==> src/rtl/cache_ctrl.sv <==
// rtl/cache_ctrl.sv - miss controller and memory arbiter for split 8-line I/D caches
// Hits complete in one cycle; misses sequence evict/fill/install over one shared memory port.
module cache_ctrl (
  input  logic        clk,
  input  logic        rst_n,
  input  logic [15:0] i_addr,
  input  logic        i_re,
  output logic [15:0] i_rdata,
  output logic        i_rdy,
  input  logic [15:0] d_addr,
  input  logic        d_re,
  input  logic        d_we,
  input  logic [15:0] d_wdata,
  output logic [15:0] d_rdata,
  output logic        d_rdy,
  output logic [13:0] ic_addr,
  output logic [13:0] dc_addr,
  output logic [63:0] ic_wr_data,
  output logic [63:0] dc_wr_data,
  output logic        ic_wdirty,
  output logic        dc_wdirty,
  output logic        ic_we,
  output logic        dc_we,
  output logic        ic_re,
  output logic        dc_re,
  input  logic [63:0] ic_rd_data,
  input  logic [63:0] dc_rd_data,
  input  logic [10:0] ic_tag_out,
  input  logic [10:0] dc_tag_out,
  input  logic        ic_hit,
  input  logic        dc_hit,
  input  logic        ic_dirty,
  input  logic        dc_dirty,
  output logic [13:0] mem_addr,
  output logic        mem_re,
  output logic        mem_we,
  output logic [63:0] mem_wdata,
  input  logic [63:0] mem_rdata,
  input  logic        mem_rdy
);

  typedef enum logic [2:0] {IDLE, D_EVICT, D_FILL, D_INST, I_FILL, I_INST} state_t;

  state_t      state, state_nx;
  logic [63:0] fill_buf;
  logic        d_req;
  logic        unused_ic_status;

  function automatic logic [15:0] word_sel(input logic [63:0] line, input logic [1:0] k);
    return line[{k, 4'b0000} +: 16];
  endfunction

  function automatic logic [63:0] word_put(input logic [63:0] line, input logic [1:0] k,
                                           input logic [15:0] w);
    logic [63:0] r;
    r = line;
    r[{k, 4'b0000} +: 16] = w;
    return r;
  endfunction

  // The I-cache is never written dirty, so its tag and dirty status are never consulted.
  assign unused_ic_status = ^{ic_tag_out, ic_dirty};

  assign d_req      = d_re | d_we;
  assign ic_addr    = i_addr[15:2];
  assign dc_addr    = d_addr[15:2];
  assign ic_wr_data = fill_buf;
  assign ic_wdirty  = 1'b0;
  assign mem_wdata  = dc_rd_data;
  assign i_rdata    = word_sel(ic_rd_data, i_addr[1:0]);
  assign d_rdata    = word_sel(dc_rd_data, d_addr[1:0]);

  always_ff @(posedge clk or negedge rst_n) begin
    if (!rst_n) begin
      state    <= IDLE;
      fill_buf <= '0;
    end else begin
      state <= state_nx;
      if ((state == D_FILL || state == I_FILL) && mem_rdy)
        fill_buf <= mem_rdata;
    end
  end

  always_comb begin
    state_nx   = state;
    i_rdy      = 1'b0;
    d_rdy      = 1'b0;
    ic_re      = 1'b0;
    dc_re      = 1'b0;
    ic_we      = 1'b0;
    dc_we      = 1'b0;
    dc_wdirty  = 1'b0;
    dc_wr_data = word_put(dc_rd_data, d_addr[1:0], d_wdata);
    mem_re     = 1'b0;
    mem_we     = 1'b0;
    mem_addr   = d_addr[15:2];
    unique case (state)
      IDLE: begin
        ic_re = i_re;
        dc_re = d_req;
        if (d_req && dc_hit) begin
          d_rdy = 1'b1;
          if (d_we) begin
            dc_we     = 1'b1;
            dc_wdirty = 1'b1;
          end
        end
        if (i_re && ic_hit)
          i_rdy = 1'b1;
        // D misses win; a pending I miss is re-examined on the next IDLE cycle.
        if (d_req && !dc_hit)
          state_nx = dc_dirty ? D_EVICT : D_FILL;
        else if (i_re && !ic_hit)
          state_nx = I_FILL;
      end
      D_EVICT: begin
        dc_re    = 1'b1;
        mem_we   = 1'b1;
        mem_addr = {dc_tag_out, d_addr[4:2]};
        if (mem_rdy)
          state_nx = D_FILL;
      end
      D_FILL: begin
        mem_re = 1'b1;
        if (mem_rdy)
          state_nx = D_INST;
      end
      D_INST: begin
        dc_we      = 1'b1;
        dc_wdirty  = d_we;
        dc_wr_data = d_we ? word_put(fill_buf, d_addr[1:0], d_wdata) : fill_buf;
        state_nx   = IDLE;
      end
      I_FILL: begin
        mem_re   = 1'b1;
        mem_addr = i_addr[15:2];
        if (mem_rdy)
          state_nx = I_INST;
      end
      I_INST: begin
        ic_we    = 1'b1;
        state_nx = IDLE;
      end
      default: state_nx = IDLE;
    endcase
  end

endmodule

==> config.mk <==
export PLATFORM = sky130hd
export DESIGN_NAME = cache_ctrl
export DESIGN_NICKNAME = d
export VERILOG_FILES = /design/src/rtl/cache_ctrl.sv
export SDC_FILE = /design/constraint.sdc
export NUM_CORES = 1
export LEC_CHECK = 0
export ABC_AREA = 1
export BUFFER_PORTS_ARGS = -buffer_cell sky130_fd_sc_hd__buf_2
export CAP_MARGIN = 10
export CELL_PAD_IN_SITES_DETAIL_PLACEMENT = 1
export CELL_PAD_IN_SITES_GLOBAL_PLACEMENT = 2
export CORE_AREA = 3 3 214 216
export DETAILED_ROUTE_END_ITERATION = 7
export DIE_AREA = 0 0 217 219
export PLACE_DENSITY = 0.84
export SYNTH_ARGS = -nofsm -noshare
export SYNTH_HDL_FRONTEND = slang
export SYNTH_SLANG_ARGS = --single-unit
==> constraint.sdc <==
create_clock -name clk -period 5.3 [get_ports clk]
set_input_delay 0.795 -clock clk [delete_from_list [all_inputs] [get_ports clk]]
set_output_delay 0.795 -clock clk [all_outputs]
set_load 0.01 [all_outputs]
==> results_dict.tcl, run 1 <==
set metrics [dict create \
    tightest_slew_ns 0.9950 \
    slew_headroom 0.3351 \
    ios 548 \
    cp_slowest_cell "nand2_1" \
    die_area_um2 47520 \
    critPathMaxFanout 30 \
    dpl.hpwl_um 39240 \
    num-nets-final 1833 \
    crit_arrival_ns 3.49 \
    startpoint_type "primary input" \
    synth_ff_type "dfrtp_1" \
    p_leak_nw 5.251 \
    drtIter0Drc 635 \
    gr-total-overflow 0 \
    drc 0 \
    cts_inserted_buffers 9 \
    die_h_um 219 \
    std_cell_rows 77 \
    synth_warnings 0 \
    status "completed" \
    synth.top_cells.by_area "dfrtp_1 23%, nand2_1 13%, o21ai_0 11%" \
    clkTransAtPathRegs_ns 0.06 \
    finalMaxSlewViolations 0 \
    async_reset_ff_frac 1.000 \
    critical-path-max-stage-delay_ns 0.69 \
    path_class "primary input to output port" \
    grt_max_degree 68 \
    synthToLayoutAreaGrowth_pct 36.52 \
    layout.cells.non_filler 2153 \
    cp_cell_sequence "buf_2 > inv_1 > ha_1 > inv_2 > nand2_1 > o21ai_0 > o211ai_1 > nand2_1 > buf_2" \
    first_pass_iters 5 \
    syn_avg_cell_area_um2 6.240 \
    drive_gt1_frac 0.4055 \
    synth_nets 1452 \
    crit_required_ns 4.51 \
    hold_viol_final 0 \
    antennaDiodeCount 0 \
    syn_area_um2 7332 \
    rsz0062_at_grt "no" \
    vias 9982 \
    p_seq_frac 0.259 \
    antenna_found_initial 5 \
    hold_class "flip-flop to flip-flop" \
    grt_usage 0.1940 \
    vias_per_cell 4.636 \
    post_cts_buffers 0 \
    port_buffers 534 \
    dp_cells 2137 \
    timing.hold.ws_ns 0.5047 \
    cts_resized 0 \
    max_freq_ghz 0.2333 \
    setup_viol 0 \
    start_util 0.1662 \
    htreeDepth 3 \
    power_density_nw_per_um2 397.2 \
    hold_buffers 0 \
    clock_skew_ns 0.008457 \
    cts_sinks 67 \
    clk_latency_ns 0.36 \
    synth_cell_types 23 \
    crit_path_end_kind "output port" \
    synth_seq_cells 67 \
    cts_root_buffer "clkbuf_16" \
    p_sw_frac 0.5113 \
    cts_max_path_buffers 2 \
    vdd_ir_drop_max_mv 0.1919 \
    synth_edf_count 0 \
    synth.largest_area_cell "dfrtp_1" \
    ys_seq_area_frac 0.2287 \
    cts_tree "yes" \
    combPwrFrac 0.561 \
    synth_top_area_frac 0.2287 \
    maxCapViolations 0 \
    core-area_um2 44120 \
    post_drt_wl_per_cell_um 22.68 \
    antenna_left 0 \
    fin_crit_sh 0.8086 \
    clkPwrFrac 0.179 \
    switchingPower_w 0.002033 \
    routed_wl_um 48830 \
    setup_tns_ns 0 \
    netlist_instances 1175 \
    routabilityCongestion 0.8665 \
    finalCriticalPeriod_ns 4.286 \
    die_x_um 217 \
    internal-power_w 0.001943 \
    finalPower_w 0.003976 \
    grt_pass1_vias 9918 \
    grt_pass1_wl_um 67230 \
]
[cells in the mapped netlist, types with 6 or more instances]
cell type	n
dfrtp_1	67
buf_4	99
o21ai_0	161
nand3_2	51
o22ai_1	36
inv_1	27
buf_12	6
nor2_1	195
inv_2	14
a21oi_1	20
nand3_1	78
o211ai_1	34
nand2_1	259
buf_2	38
clkbuf_1	31
o21ai_1	43
[sequential cells by signal, indices dropped and copies added (netlist names)]
register / count
ic_wr_data: 64
state: 3
[worst max-delay path: cells and delay by family]
family	cells	cell delay, ns
adder cells (fa/ha/maj)	1	0.28
AO/OA/AOI/OAI	2	0.55
buffers and inverters	4	1.05
AND/OR/NAND/NOR	2	0.80
[per-layer routing]
metal	global-route usage	vias to the layer above	wire [um]
li1	-	4596	-
met4	0.07393	0	1679
met2	0.3399	464	24110
met5	0	-	0
met3	0.04389	75	3499
met1	0.2310	4847	19540
[final cells by class]
cell class,count,area (um^2)
tap,592,740.7
multi-input combinational,892,4339
sequential,67,1677
inverter,41,155.1
clock inverter,5,85.08
clock buffer,11,252.7
fill,5758,34120
timing repair buffer,545,2760
[placed cells by master (no fill, tap or decap), types with 9 or more instances in the layout]
| cell | synthesis | routed |
|---|---|---|
| o211ai_1 | 34 | 34 |
| buf_2 | 38 | 532 |
| nand2_1 | 259 | 259 |
| clkbuf_16 | 0 | 9 |
| buf_4 | 99 | 13 |
| o21ai_0 | 161 | 161 |
| a21oi_1 | 20 | 20 |
| nor2_1 | 195 | 195 |
| o21ai_1 | 43 | 43 |
| dfrtp_1 | 67 | 67 |
| o22ai_1 | 36 | 36 |
| nand3_2 | 51 | 51 |
| inv_1 | 27 | 27 |
| inv_2 | 14 | 13 |
| nand3_1 | 78 | 77 |
[power by group through the flow]
stage | logic, W | registers, W | clock network (W)
after floorplan | 0.00128 | 0.00103 | 0
after global placement | 0.00223 | 0.00104 | 0
after detailed placement | 0.00226 | 0.00105 | 0
after CTS | 0.00227 | 0.00104 | 0.000748
after global routing | 0.00245 | 0.00107 | 0.000757
final | 0.00223 | 0.00103 | 0.000713
[path summary, 6_finish.rpt]
check                                           from                    endpoint  slack (ns)  cells past startpoint
hold reg to reg            ic_wr_data[1]$_DFFE_PN0P_   ic_wr_data[1]$_DFFE_PN0P_        0.50                      2
max in group asynchronous                      rst_n  ic_wr_data[62]$_DFFE_PN0P_        4.06                      1
min in group asynchronous                      rst_n  ic_wr_data[41]$_DFFE_PN0P_        0.59                      1
hold / removal             ic_wr_data[1]$_DFFE_PN0P_   ic_wr_data[1]$_DFFE_PN0P_        0.50                      2
setup reg to reg                state[1]$_DFFE_PN0P_  ic_wr_data[13]$_DFFE_PN0P_        2.93                      7
setup / recovery                           d_addr[1]              dc_wr_data[17]        1.01                      9
[logic make-up after synthesis]
| family | count (synthesis) | synth area share |
|---|---|---|
| compound gates | 294 | 0.2184 |
| other cells | 1 | 0.0005115 |
| fa+ha+maj | 5 | 0.008532 |
| flops | 67 | 0.2287 |
| simple gates | 592 | 0.3626 |
| buf+inv | 216 | 0.1812 |
[per-stage QoR]
step | area (um^2) | utilization | setup WS [ns]
finish | 10010 | 0.2268 | 1.014
global route | 10010 | 0.2268 | 0.7790
CTS | 10010 | 0.2268 | 1.019
detailed placement | 9672 | 0.2192 | 1.017
global placement | 9672 | 0.2192 | 1.113
floorplan | 7332 | - | 2.196
(Power assumes the default switching activity.)
==> run 2: changes to the inputs <==
CORE_AREA = unset   (was 3 3 214 216)
CORE_ASPECT_RATIO = 2   (was unset)
CORE_MARGIN = 3   (was unset)
CORE_UTILIZATION = 17   (was unset)
DIE_AREA = unset   (was 0 0 217 219)
PLACE_DENSITY = 0.89   (was 0.84)
clock period = 3.46 ns   (was 5.3 ns; I/O delays follow)
==> results_dict.tcl, run 2 (synthesized netlist as in run 1, its figures left out) <==
set metrics [dict create \
    status "completed" \
    hold_class "primary input to async pin" \
    grt_pass1_vias 10720 \
    path_class "flip-flop to output port" \
    path_common_cell "o21ai_0" \
    regToRegEndpoint "ic_wr_data[10]$_DFFE_PN0P_" \
    vias_per_cell 4.821 \
    vias 10230 \
    htreeDepth 3 \
    power_density_nw_per_um2 607.9 \
    internal-power_w 0.003013 \
    largest_register_ffs 64 \
    port_buffers 534 \
    cts_resized 0 \
    antenna_left 0 \
    clock_skew_ns 0.004425 \
    path_depth 7 \
    post-route-util 0.2365 \
    first_pass_iters 5 \
    critical-path-max-stage-delay_ns 0.42 \
    hold_buffers 0 \
    routed_wl_um 52220 \
    grt_max_degree 65 \
    finalCriticalPeriod_ns 2.978 \
    vdd_ir_drop_max_mv 0.2377 \
    die_h_um 299.7 \
    final_cell_mix "532 x buf_2, 259 x nand2_1, 195 x nor2_1, 161 x o21ai_0, 77 x nand3_1" \
    cts_root_buffer "clkbuf_16" \
    finalMaxSlewViolations 0 \
    clkTransAtPathRegs_ns 0.06 \
    cp_cell_sequence "inv_2 > nand3_4 > buf_4 > nor2_1 > o21ai_0 > o21ai_0 > buf_2" \
    switchingPower_w 0.003107 \
    p_leak_nw 5.321 \
    slew_headroom 0.3890 \
    rrSetupSlack_ns 1.42 \
    cts_inserted_buffers 9 \
    synthToLayoutAreaGrowth_pct 37.30 \
    post_drt_wl_per_cell_um 24.60 \
    cts_max_path_buffers 2 \
    grt_pass1_wl_um 72500 \
    startpoint "state[2]$_DFFE_PN0P_" \
    clk_latency_ns 0.36 \
    reg2regPathDepth 9 \
    timing.hold.ws_ns 0.2227 \
    routabilityCongestion 0.8731 \
    cp_slowest_cell "dfrtp_1" \
    max_freq_ghz 0.3358 \
    tightest_slew_ns 0.9165 \
    crit_required_ns 2.94 \
    rsz0062_at_grt "no" \
    die_x_um 152.9 \
    final_common_cell "buf_2" \
    num-nets-final 1847 \
    critPathMaxFanout 36 \
    crit_path_end_kind "output port" \
    drc 0 \
    ios 548 \
    finalPower_w 0.006120 \
    worstSetupEndpoint "dc_wr_data[35]" \
    post_cts_buffers 0 \
    setup_viol 0 \
    std_cell_rows 107 \
    combPwrFrac 0.569 \
    dpl.hpwl_um 43670 \
    path_delay_family "buffers and inverters" \
    gr-total-overflow 0 \
    clkPwrFrac 0.175 \
    crit_arrival_ns 2.46 \
    start_util 0.1722 \
    core-area_um2 42570 \
    fin_crit_sh 0.8608 \
    die_area_um2 45810 \
    hold_viol_final 0 \
    p_seq_frac 0.256 \
    worst-path-buf-inv 3 \
    p_sw_frac 0.5077 \
    maxCapViolations 0 \
    grt_usage 0.2170 \
    drtIter0Drc 371 \
    drive_gt1_frac 0.4102 \
    startpoint_type "flip-flop" \
    antenna_found_initial 7 \
    setup_tns_ns 0 \
    cts_sinks 67 \
    cts_tree "yes" \
    worst_r2r_startpoint "state[1]$_DFFE_PN0P_" \
]
==> run 2: cell types whose count changed in the layout (fill, tap and decap cells not counted), sizes merged <==
cell	previous run	this run
clkbuf	11	12
clkinv	3	2
diode	0	3
buf	545	559
==> run 2: worst min-delay path by stage <==
| stage | endpoint | slack [ns] |
|---|---|---|
| after floorplan | ic_wr_data[0]$_DFFE_PN0P_ | 0.22 |
| after global placement | ic_wr_data[6]$_DFFE_PN0P_ | 0.48 |
| after detailed placement | ic_wr_data[25]$_DFFE_PN0P_ | 0.48 |
| after CTS | ic_wr_data[60]$_DFFE_PN0P_ | 0.26 |
| after global routing | ic_wr_data[60]$_DFFE_PN0P_ | 0.28 |
| final | ic_wr_data[60]$_DFFE_PN0P_ | 0.22 |
==> run 2: final cells by class <==
cell class	instances	area, um^2
fillers	5656	32510
multi-input cells	892	4339
repair buffers	559	2878
flip-flops and latches	67	1677
well taps	545	681.9
clock buffers	12	256.5
inverters	41	155.1
clock inverters	4	72.57
diodes	3	7.507
==> run 2: per-stage QoR <==
stage / worst slack, ns / instances / instance area (um^2)
floorplan: 0.9082 / 1175 / 7332
global placement: 0.6169 / 2104 / 9731
detailed placement: 0.5975 / 2104 / 9731
CTS: 0.4312 / 2120 / 10060
global route: 0.2836 / 2121 / 10060
finish: 0.4817 / 2123 / 10070
==> run 2: power groups by stage <==
stage               sequential [W]  clock, W  combinational [W]
floorplan                  0.00159         0            0.00196
global placement           0.00157         0            0.00345
detailed placement         0.00159         0            0.00353
CTS                        0.00158   0.00111            0.00354
global route               0.00162   0.00112            0.00381
finish                     0.00157   0.00107            0.00348
==> run 2: routing by layer <==
metal / share of wire / GRT usage / vias up / routed length [um]
met5: 0.00082 / 0 / - / 43
met4: 0.053 / 0.1162 / 6 / 2756
met3: 0.055 / 0.03125 / 99 / 2852
met2: 0.57 / 0.4404 / 529 / 29550
met1: 0.33 / 0.2035 / 4964 / 17020
li1: - / - / 4636 / -
==> run 3: changes to the inputs <==
PLACE_DENSITY = 0.81   (was 0.89)
SKIP_LAST_GASP = 1   (was unset)
==> results_dict.tcl, run 3 (synthesized netlist as in run 1, its figures left out) <==
set metrics [dict create \
    vdd_ir_drop_max_mv 0.2678 \
    startpoint_type "primary input" \
    die_area_um2 45810 \
    die_h_um 299.7 \
    clk_latency_ns 0.37 \
    routed_wl_um 52990 \
    routabilityCongestion 0.8814 \
    cp_cell_sequence "buf_2 > inv_2 > ha_1 > nand2_1 > nor2_1 > o21ai_1 > o22ai_1 > buf_2" \
    cts_sinks 67 \
    status "completed" \
    post-route-util 0.2348 \
    maxCapViolations 0 \
    final_common_cell "buf_2" \
    crit_path_end_kind "output port" \
    drtIter0Drc 421 \
    post_drt_wl_per_cell_um 24.95 \
    synthToLayoutAreaGrowth_pct 36.31 \
    worst-path-buf-inv 3 \
    std_cell_rows 107 \
    port_buffers 534 \
    grt_pass1_wl_um 73060 \
    power_density_nw_per_um2 597.7 \
    core-area_um2 42570 \
    drive_gt1_frac 0.4084 \
    num-nets-final 1845 \
    vias_per_cell 4.786 \
    path_class "primary input to output port" \
    clock_skew_ns 0.01196 \
    slew_headroom 0.3979 \
    tightest_slew_ns 0.9010 \
    cp_slowest_cell "nand2_1" \
    hold_buffers 0 \
    finalInstanceArea_um2 9995 \
    hold_viol_final 0 \
    cts_inserted_buffers 9 \
    critPathMaxFanout 30 \
    rsz0062_at_grt "no" \
    start_util 0.1722 \
    grt_usage 0.2191 \
    final_cell_mix "532 x buf_2, 259 x nand2_1, 195 x nor2_1, 161 x o21ai_0, 77 x nand3_1" \
    gr-total-overflow 0 \
    antenna_left 0 \
    vias 10170 \
    grt_max_degree 51 \
    setup_viol 0 \
    setup_tns_ns 0 \
    die_x_um 152.9 \
    cts_resized 0 \
    finalMaxSlewViolations 0 \
    post_cts_buffers 0 \
    postPlaceCellArea_um2 9716 \
    first_pass_iters 4 \
    crit_arrival_ns 2.62 \
    antenna_found_initial 9 \
    largest_register_ffs 64 \
    max_freq_ghz 0.3186 \
    path_delay_family "simple AND/OR/NAND/NOR gates" \
    cts_max_path_buffers 2 \
    setup_slack_ns 0.3211 \
    fin_crit_sh 0.9072 \
    pre_cts_slack_ns 0.3328 \
    clkTransAtPathRegs_ns 0.07 \
    p_leak_nw 5.284 \
    path_common_cell "buf_2" \
    cts_root_buffer "clkbuf_16" \
    htreeDepth 3 \
    drc 0 \
    crit_required_ns 2.94 \
    grt_pass1_vias 10540 \
    hold_class "primary input to async pin" \
    critical-path-max-stage-delay_ns 0.55 \
    cts_tree "yes" \
    dpl.hpwl_um 44400 \
    finalCriticalPeriod_ns 3.139 \
    ios 548 \
]
-- run 3: cell types whose count changed in the layout (fill, tap and decap cells not counted), sizes merged --
cell      previous run  this run
diode                3         7
clkinvlp             1         0
buf                559       557
clkinv               2         4
bufinv               2         0
-- run 3: stage by stage --
stage               hold WS (ns)  instances  total power, W
floorplan                 0.2234       1175        0.003546
global placement          0.4840       2102        0.005068
detailed placement        0.4931       2102        0.005133
CTS                       0.1074       2117        0.006075
global route              0.1359       2119        0.006398
finish                    0.1177       2124        0.005973
-- run 3: worst paths after layout --
| kind | end | cells after the start | slack (ns) | startpoint |
|---|---|---|---|---|
| worst max-delay path | dc_wr_data[29] | 8 | 0.32 | d_addr[0] |
| worst min-delay path | ic_wr_data[62]$_DFFE_PN0P_ | 1 | 0.12 | rst_n |
| worst max register to register | ic_wr_data[20]$_DFFE_PN0P_ | 7 | 1.54 | state[1]$_DFFE_PN0P_ |
| worst min register to register | ic_wr_data[38]$_DFFE_PN0P_ | 2 | 0.51 | ic_wr_data[38]$_DFFE_PN0P_ |
| max in group asynchronous | ic_wr_data[42]$_DFFE_PN0P_ | 2 | 2.50 | rst_n |
| min in group clk | ic_wr_data[43]$_DFFE_PN0P_ | 3 | 0.38 | mem_rdata[43] |
-- run 3: power breakdown --
| group | total (W) | switching [W] | internal, W |
|---|---|---|---|
| registers | 0.00159 | 0.000438 | 0.00115 |
| clock network | 0.000898 | 0.000400 | 0.000498 |
| logic | 0.00348 | 0.00230 | 0.00118 |
| total | 0.00597 | 0.00314 | 0.00283 |
-- run 3: final cells by class --
| cell class | instances | area [um^2] |
|---|---|---|
| diodes | 7 | 17.52 |
| clock buffers | 12 | 246.5 |
| clock inverters | 3 | 15.01 |
| fillers | 5582 | 32580 |
| inverters | 41 | 155.1 |
| multi-input cells | 892 | 4339 |
| flip-flops and latches | 67 | 1677 |
| well taps | 545 | 681.9 |
| repair buffers | 557 | 2863 |
-- run 3: per-layer routing --
layer / part of all wire / up-vias / GRT usage
li1: - / 4636 / -
met1: 0.33 / 4916 / 0.2050
met2: 0.57 / 519 / 0.4472
met3: 0.063 / 91 / 0.04465
met4: 0.044 / 4 / 0.09450
met5: 0.00040 / - / 0
